==> src/rtl/mips_pkg.sv <==
// mips_pkg: shared types and constants for the MIPS core front end.
//   fetch_state_t     - fetch FSM states (INIT, RUN, HALT)
//   NOP_WORD          - instruction word used for pipeline bubbles
//   DEFAULT_HALT_WORD - fetched word that stops fetch
//   DEFAULT_PC_STEP   - byte increment per sequential fetch
package mips_pkg;

  typedef enum logic [1:0] {
    ST_INIT = 2'd0,
    ST_RUN  = 2'd1,
    ST_HALT = 2'd2
  } fetch_state_t;

  localparam logic [31:0] NOP_WORD          = 32'h0000_0000;
  localparam logic [31:0] DEFAULT_HALT_WORD = 32'hFFFF_FFFF;
  localparam int unsigned DEFAULT_PC_STEP   = 4;

endpackage

==> src/rtl/fetch_stage_ifid_reg.sv <==
// ifid_reg: IF/ID pipeline register.
// Ports:
//   clk, rst_n              - clock, async active-low reset
//   load                    - capture valid_in/instr_in/pc_in/pc4_in
//   bubble                  - clear valid and instr (pc fields hold)
//   kill                    - clear valid only (all other fields hold)
//   valid_in .. pc4_in      - next contents when loading
//   valid, instr, pc, pc4   - registered contents
// Priority: bubble > load > kill > hold.
module ifid_reg
  import mips_pkg::*;
(
  input  logic        clk,
  input  logic        rst_n,
  input  logic        load,
  input  logic        bubble,
  input  logic        kill,
  input  logic        valid_in,
  input  logic [31:0] instr_in,
  input  logic [31:0] pc_in,
  input  logic [31:0] pc4_in,
  output logic        valid,
  output logic [31:0] instr,
  output logic [31:0] pc,
  output logic [31:0] pc4
);

  always_ff @(posedge clk or negedge rst_n) begin
    if (!rst_n) begin
      valid <= 1'b0;
      instr <= NOP_WORD;
      pc    <= 32'd0;
      pc4   <= 32'd0;
    end else if (bubble) begin
      valid <= 1'b0;
      instr <= NOP_WORD;
    end else if (load) begin
      valid <= valid_in;
      instr <= instr_in;
      pc    <= pc_in;
      pc4   <= pc4_in;
    end else if (kill) begin
      valid <= 1'b0;
    end
  end

endmodule

==> src/rtl/fetch_stage.sv <==
// fetch_stage: MIPS instruction-fetch stage (PC, next-PC mux, FSM, cycle counter).
// Ports:
//   clk, rst_n                  - core clock, async active-low reset
//   pc_init                     - start address loaded on leaving INIT
//   stall, flush                - hold PC/IF/ID; drop IF/ID valid
//   redirect_valid/redirect_pc  - taken branch/jump and its target
//   imem_addr/imem_rdata        - instruction memory (combinational read)
//   program_counter             - current PC
//   ifid_valid/instr/pc/pc4     - IF/ID pipeline register
//   halted, fault               - fetch stopped; stopped by misaligned redirect
//   cycle_count                 - saturating count of non-halted cycles
//
// state   | meaning
// --------+-----------------------------------------------
// ST_INIT | first cycle after reset, PC <= pc_init
// ST_RUN  | fetching; redirect > stall > halt word > step
// ST_HALT | everything frozen until reset
module fetch_stage
  import mips_pkg::*;
#(
  parameter logic [31:0] HALT_WORD = DEFAULT_HALT_WORD,
  parameter int unsigned PC_STEP   = DEFAULT_PC_STEP
) (
  input  logic        clk,
  input  logic        rst_n,
  input  logic [31:0] pc_init,
  input  logic        stall,
  input  logic        flush,
  input  logic        redirect_valid,
  input  logic [31:0] redirect_pc,
  output logic [31:0] imem_addr,
  input  logic [31:0] imem_rdata,
  output logic [31:0] program_counter,
  output logic        ifid_valid,
  output logic [31:0] ifid_instr,
  output logic [31:0] ifid_pc,
  output logic [31:0] ifid_pc4,
  output logic        halted,
  output logic        fault,
  output logic [31:0] cycle_count
);

  localparam logic [31:0] STEP = 32'(PC_STEP);

  fetch_state_t state_q, state_d;
  logic [31:0]  pc_q, pc_d;
  logic         fault_q, fault_d;
  logic [31:0]  cnt_q;
  logic         ifid_load, ifid_bubble, ifid_kill, ifid_valid_in;

  always_ff @(posedge clk or negedge rst_n) begin
    if (!rst_n) begin
      state_q <= ST_INIT;
      pc_q    <= 32'd0;
      fault_q <= 1'b0;
      cnt_q   <= 32'd0;
    end else begin
      state_q <= state_d;
      pc_q    <= pc_d;
      fault_q <= fault_d;
      if (state_q != ST_HALT && cnt_q != 32'hFFFF_FFFF)
        cnt_q <= cnt_q + 32'd1;
    end
  end

  always_comb begin
    state_d       = state_q;
    pc_d          = pc_q;
    fault_d       = fault_q;
    ifid_load     = 1'b0;
    ifid_bubble   = 1'b0;
    ifid_kill     = 1'b0;
    ifid_valid_in = 1'b0;
    case (state_q)
      ST_INIT: begin
        state_d = ST_RUN;
        pc_d    = pc_init;
      end
      ST_RUN: begin
        if (redirect_valid && redirect_pc[1:0] != 2'b00) begin
          state_d   = ST_HALT;
          fault_d   = 1'b1;
          ifid_kill = 1'b1;
        end else if (redirect_valid) begin
          // Redirect wins over stall: the in-flight fetch is squashed.
          pc_d        = redirect_pc;
          ifid_bubble = 1'b1;
        end else if (stall) begin
          ifid_kill = flush;
        end else if (imem_rdata == HALT_WORD && !flush) begin
          state_d   = ST_HALT;
          ifid_kill = 1'b1;
        end else begin
          pc_d          = pc_q + STEP;
          ifid_load     = 1'b1;
          ifid_valid_in = !flush;
        end
      end
      default: ;
    endcase
  end

  ifid_reg u_ifid_reg (
    .clk      (clk),
    .rst_n    (rst_n),
    .load     (ifid_load),
    .bubble   (ifid_bubble),
    .kill     (ifid_kill),
    .valid_in (ifid_valid_in),
    .instr_in (imem_rdata),
    .pc_in    (pc_q),
    .pc4_in   (pc_q + 32'd4),
    .valid    (ifid_valid),
    .instr    (ifid_instr),
    .pc       (ifid_pc),
    .pc4      (ifid_pc4)
  );

  assign imem_addr       = pc_q;
  assign program_counter = pc_q;
  assign halted          = (state_q == ST_HALT);
  assign fault           = fault_q;
  assign cycle_count     = cnt_q;

endmodule
==> config.mk <==
export PLATFORM = sky130hd
export DESIGN_NAME = fetch_stage
export DESIGN_NICKNAME = d
export VERILOG_FILES = /design/src/rtl/mips_pkg.sv /design/src/rtl/fetch_stage_ifid_reg.sv /design/src/rtl/fetch_stage.sv
export SDC_FILE = /design/constraint.sdc
export NUM_CORES = 1
export LEC_CHECK = 0
export ABC_AREA = 1
export BUFFER_PORTS_ARGS = -buffer_cell sky130_fd_sc_hd__buf_2
export CAP_MARGIN = 30
export CORE_MARGIN = 2
export CORE_UTILIZATION = 52
export CTS_CLUSTER_SIZE = 40
export DETAILED_ROUTE_END_ITERATION = 16
export HOLD_SLACK_MARGIN = 0.03
export MAX_ROUTING_LAYER = met4
export PLACE_DENSITY = 0.83
export SLEW_MARGIN = 10
export SYNTH_ARGS = -nofsm -noshare
export SYNTH_HDL_FRONTEND = slang
export SYNTH_HIERARCHICAL = 1
export SYNTH_SLANG_ARGS = --single-unit
==> constraint.sdc <==
create_clock -name clk -period 2.4 [get_ports clk]
set_input_delay 0.24 -clock clk [delete_from_list [all_inputs] [get_ports clk]]
set_output_delay 0.24 -clock clk [all_outputs]
set_load 0.01 [all_outputs]
==> results.toml <==
[power]
intPower_mw = 5.01
power.density_nw_per_um2 = 605
p_total_mw = 6.74
p_sw_frac = 0.257
p_switching_mw = 1.73
seqPwrFrac = 0.451
peakVddDrop_mv = 0.492
p_leak_nw = 6.47
p_clk_frac = 0.435
combPwrFrac = 0.114

[die]
fp.dieH_um = 136
core-area_um2 = 17200
start_util = 0.530
dieArea_um2 = 18600
die_w_um = 136
io_pins = 296
rows = 48

[sta]
max_freq_mhz = 501
finalCriticalPeriod_ns = 2.00
drv_slew = 0
relSlewSlack = 0.495
worst_pin_slew_ns = 0.758
finalCritPeriodShare = 0.832
timing.final.hold_violations = 0
clock_skew_ns = 0.00847
rsz0062_at_grt = "false"
setup_total_negative_slack_ns = 0
setup_viol = 0

[cells_and_area]
final_common_cell = "nand2_1"
fillCellCount = 1517
diodes = 0
mostFrequentLayoutCells = "553 x nand2_1, 294 x buf_2, 164 x dfrtp_1"
fin_cells = 1761
drive_gt1_frac = 0.241
num-nets-final = 1629
finish.utilization = 0.649
area_growth_pct = 22.6

[setup_path]
crit_type = "reg -> reg"
worstSetupStartpointType = "register"
critPathMaxFanout = 26
critPathBufInv = 1
end_kind = "register"
reg2reg_slack_ns = 0.40
crit_slowest_cell = "dfrtp_1"
cp.arrival_ns = 2.30
cpPeakStageDelay_ns = 0.41
path_delay_family = "simple AND/OR/NAND/NOR gates"
path_cells = "ha_1 -> nand3_1 -> nor2_2 -> nand3_2 -> nor2_2 -> nand2_1 -> nand2_4 -> inv_4 -> nand2_1 -> o21ai_0"
worstPathRequired_ns = 2.71

[clock_tree]
post-cts-setup-buffers = 0
clk_latency_ns = 0.43
postCtsHoldBufs = 1
clk_pin_slew_ns = 0.06
htreeDepth = 4
cts.sinks = 164
cts_tree = "done"
numCtsBuffers = 17
clock-root-buffer = "clkbuf_16"
post_cts_resized = 0
cts.path.max_buffers = 2

[drt]
routed_wl_um = 28100
dr.pass1.iters = 5
post-route-drc-count = 0
drtIter0Drc = 889
routedWlPerCell_um = 16.0
vias = 9358
antenna_left = 0
avgViaCountPerCell = 5.31

[placement]
dp.cells = 1731
place_hpwl_um = 20300
place.gp.congestion = 0.930
portBuffers = 295

[yosys]
async_flop_share = 1.00
post_synth_num_cell_types = 37
syn_area_um2 = 9100
synth_edf_count = 0
netlist_instances = 1275
ys_seq_area_frac = 0.451
synthFlopType = "dfrtp_1"
synth_fp_nets = 1378
synth.avg_cell_area_um2 = 7.14
synth_seq_cells = 164
synth_warnings = 6

[grt]
grt_pass1_wl_um = 43600
first_global_vias = 8510
grt-ovfl-total = 0
grt_use_total = 0.310
antenna_found_initial = 0
grt_max_degree = 69

[job]
maxCapViolCount = 0

[worst_hold_path]
hold_class = "in -> reg"

[outcome]
status = "completed"
==> per-layer routing <==
metal | vias to the layer above | share of wire | GRT usage
met3 | 65 | 0.082 | 0.0582
li1 | 4455 | - | -
met4 | 0 | 0.030 | 0.126
met1 | 4353 | 0.40 | 0.389
met2 | 485 | 0.48 | 0.497
met5 | - | 0 | -
==> power by group through the flow <==
| stage | Clock [mW] | Sequential, mW | Combinational, mW |
|---|---|---|---|
| CTS | 2.97 | 3.04 | 0.773 |
| finish | 2.93 | 3.04 | 0.768 |
| floorplan | 0 | 3.11 | 0.380 |
| global placement | 0 | 3.08 | 0.751 |
| global route | 3.07 | 3.06 | 0.858 |
| detailed placement | 0 | 3.09 | 0.763 |
==> cell usage after synthesis, drive strengths merged, types with 4 or more instances <==
library cell / number / share of area
nand2: 559 / 0.23
dfrtp: 164 / 0.45
nand3: 147 / 0.081
nor2: 142 / 0.062
buf: 76 / 0.057
inv: 72 / 0.030
xor2: 32 / 0.031
o21ai: 28 / 0.017
nor3: 13 / 0.0077
clkbuf: 7 / 0.0029
a21oi: 6 / 0.0033
o211ai: 6 / 0.0050
xnor2: 5 / 0.0048
nand4: 4 / 0.0027
==> flip-flops by register name (all words and copies together), names as in the netlist <==
name	count
u_ifid_reg/valid	1
u_ifid_reg/pc	32
cycle_count	32
fault	1
state_q	2
u_ifid_reg/pc4	32
imem_addr	32
u_ifid_reg/instr	32
==> cells by family (layout without fill, tap and decap cells) <==
family | after synthesis | in the layout | share of synthesized area
flops | 164 | 164 | 0.451
buf+inv | 156 | 417 | 0.0898
fa+ha+maj | 2 | 2 | 0.00275
simple gates | 872 | 872 | 0.392
xor+xnor | 37 | 37 | 0.0356
compound gates | 44 | 44 | 0.0289
==> per-stage QoR <==
step / area, um2 / hold slack [ns] / setup slack, ns
final: 11200 / 0.0611 / 0.403
after CTS: 11200 / 0.0521 / 0.398
after global routing: 11200 / 0.0656 / 0.155
after floorplan: 9100 / -0.0556 / 0.352
after detailed placement: 10500 / 0.230 / 0.399
after global placement: 10500 / 0.231 / 0.424
==> worst reg2reg max path: cells and delay by family (launching register included) <==
family / cells / cell delay (ns)
simple gates: 7 / 1.01
fa+ha+maj: 1 / 0.21
buf+inv: 1 / 0.16
compound gates: 1 / 0.08
flops: 1 / 0.41
==> worst paths after layout <==
check,start,end,depth (start not counted)
setup / recovery,cycle_count[0],cycle_count[17],10
hold / removal,imem_rdata[3],u_ifid_reg/instr[3],3
setup reg to reg,cycle_count[0],cycle_count[17],10
hold reg to reg,u_ifid_reg/pc[10],u_ifid_reg/pc[10],2
max in group asynchronous,rst_n,imem_addr[27],3
min in group asynchronous,rst_n,u_ifid_reg/instr[10],2
==> area by class of cell <==
cell class | instances | area [um2] | share of cell area
multi-input cells | 955 | 4190 | 0.376
flip-flops and latches | 164 | 4100 | 0.368
repair buffers | 315 | 1690 | 0.151
clock buffers | 19 | 433 | 0.0388
well taps | 225 | 282 | 0.0252
inverters | 73 | 278 | 0.0249
clock inverters | 10 | 181 | 0.0163
No activity file was read; power rests on OpenSTA's default activity.
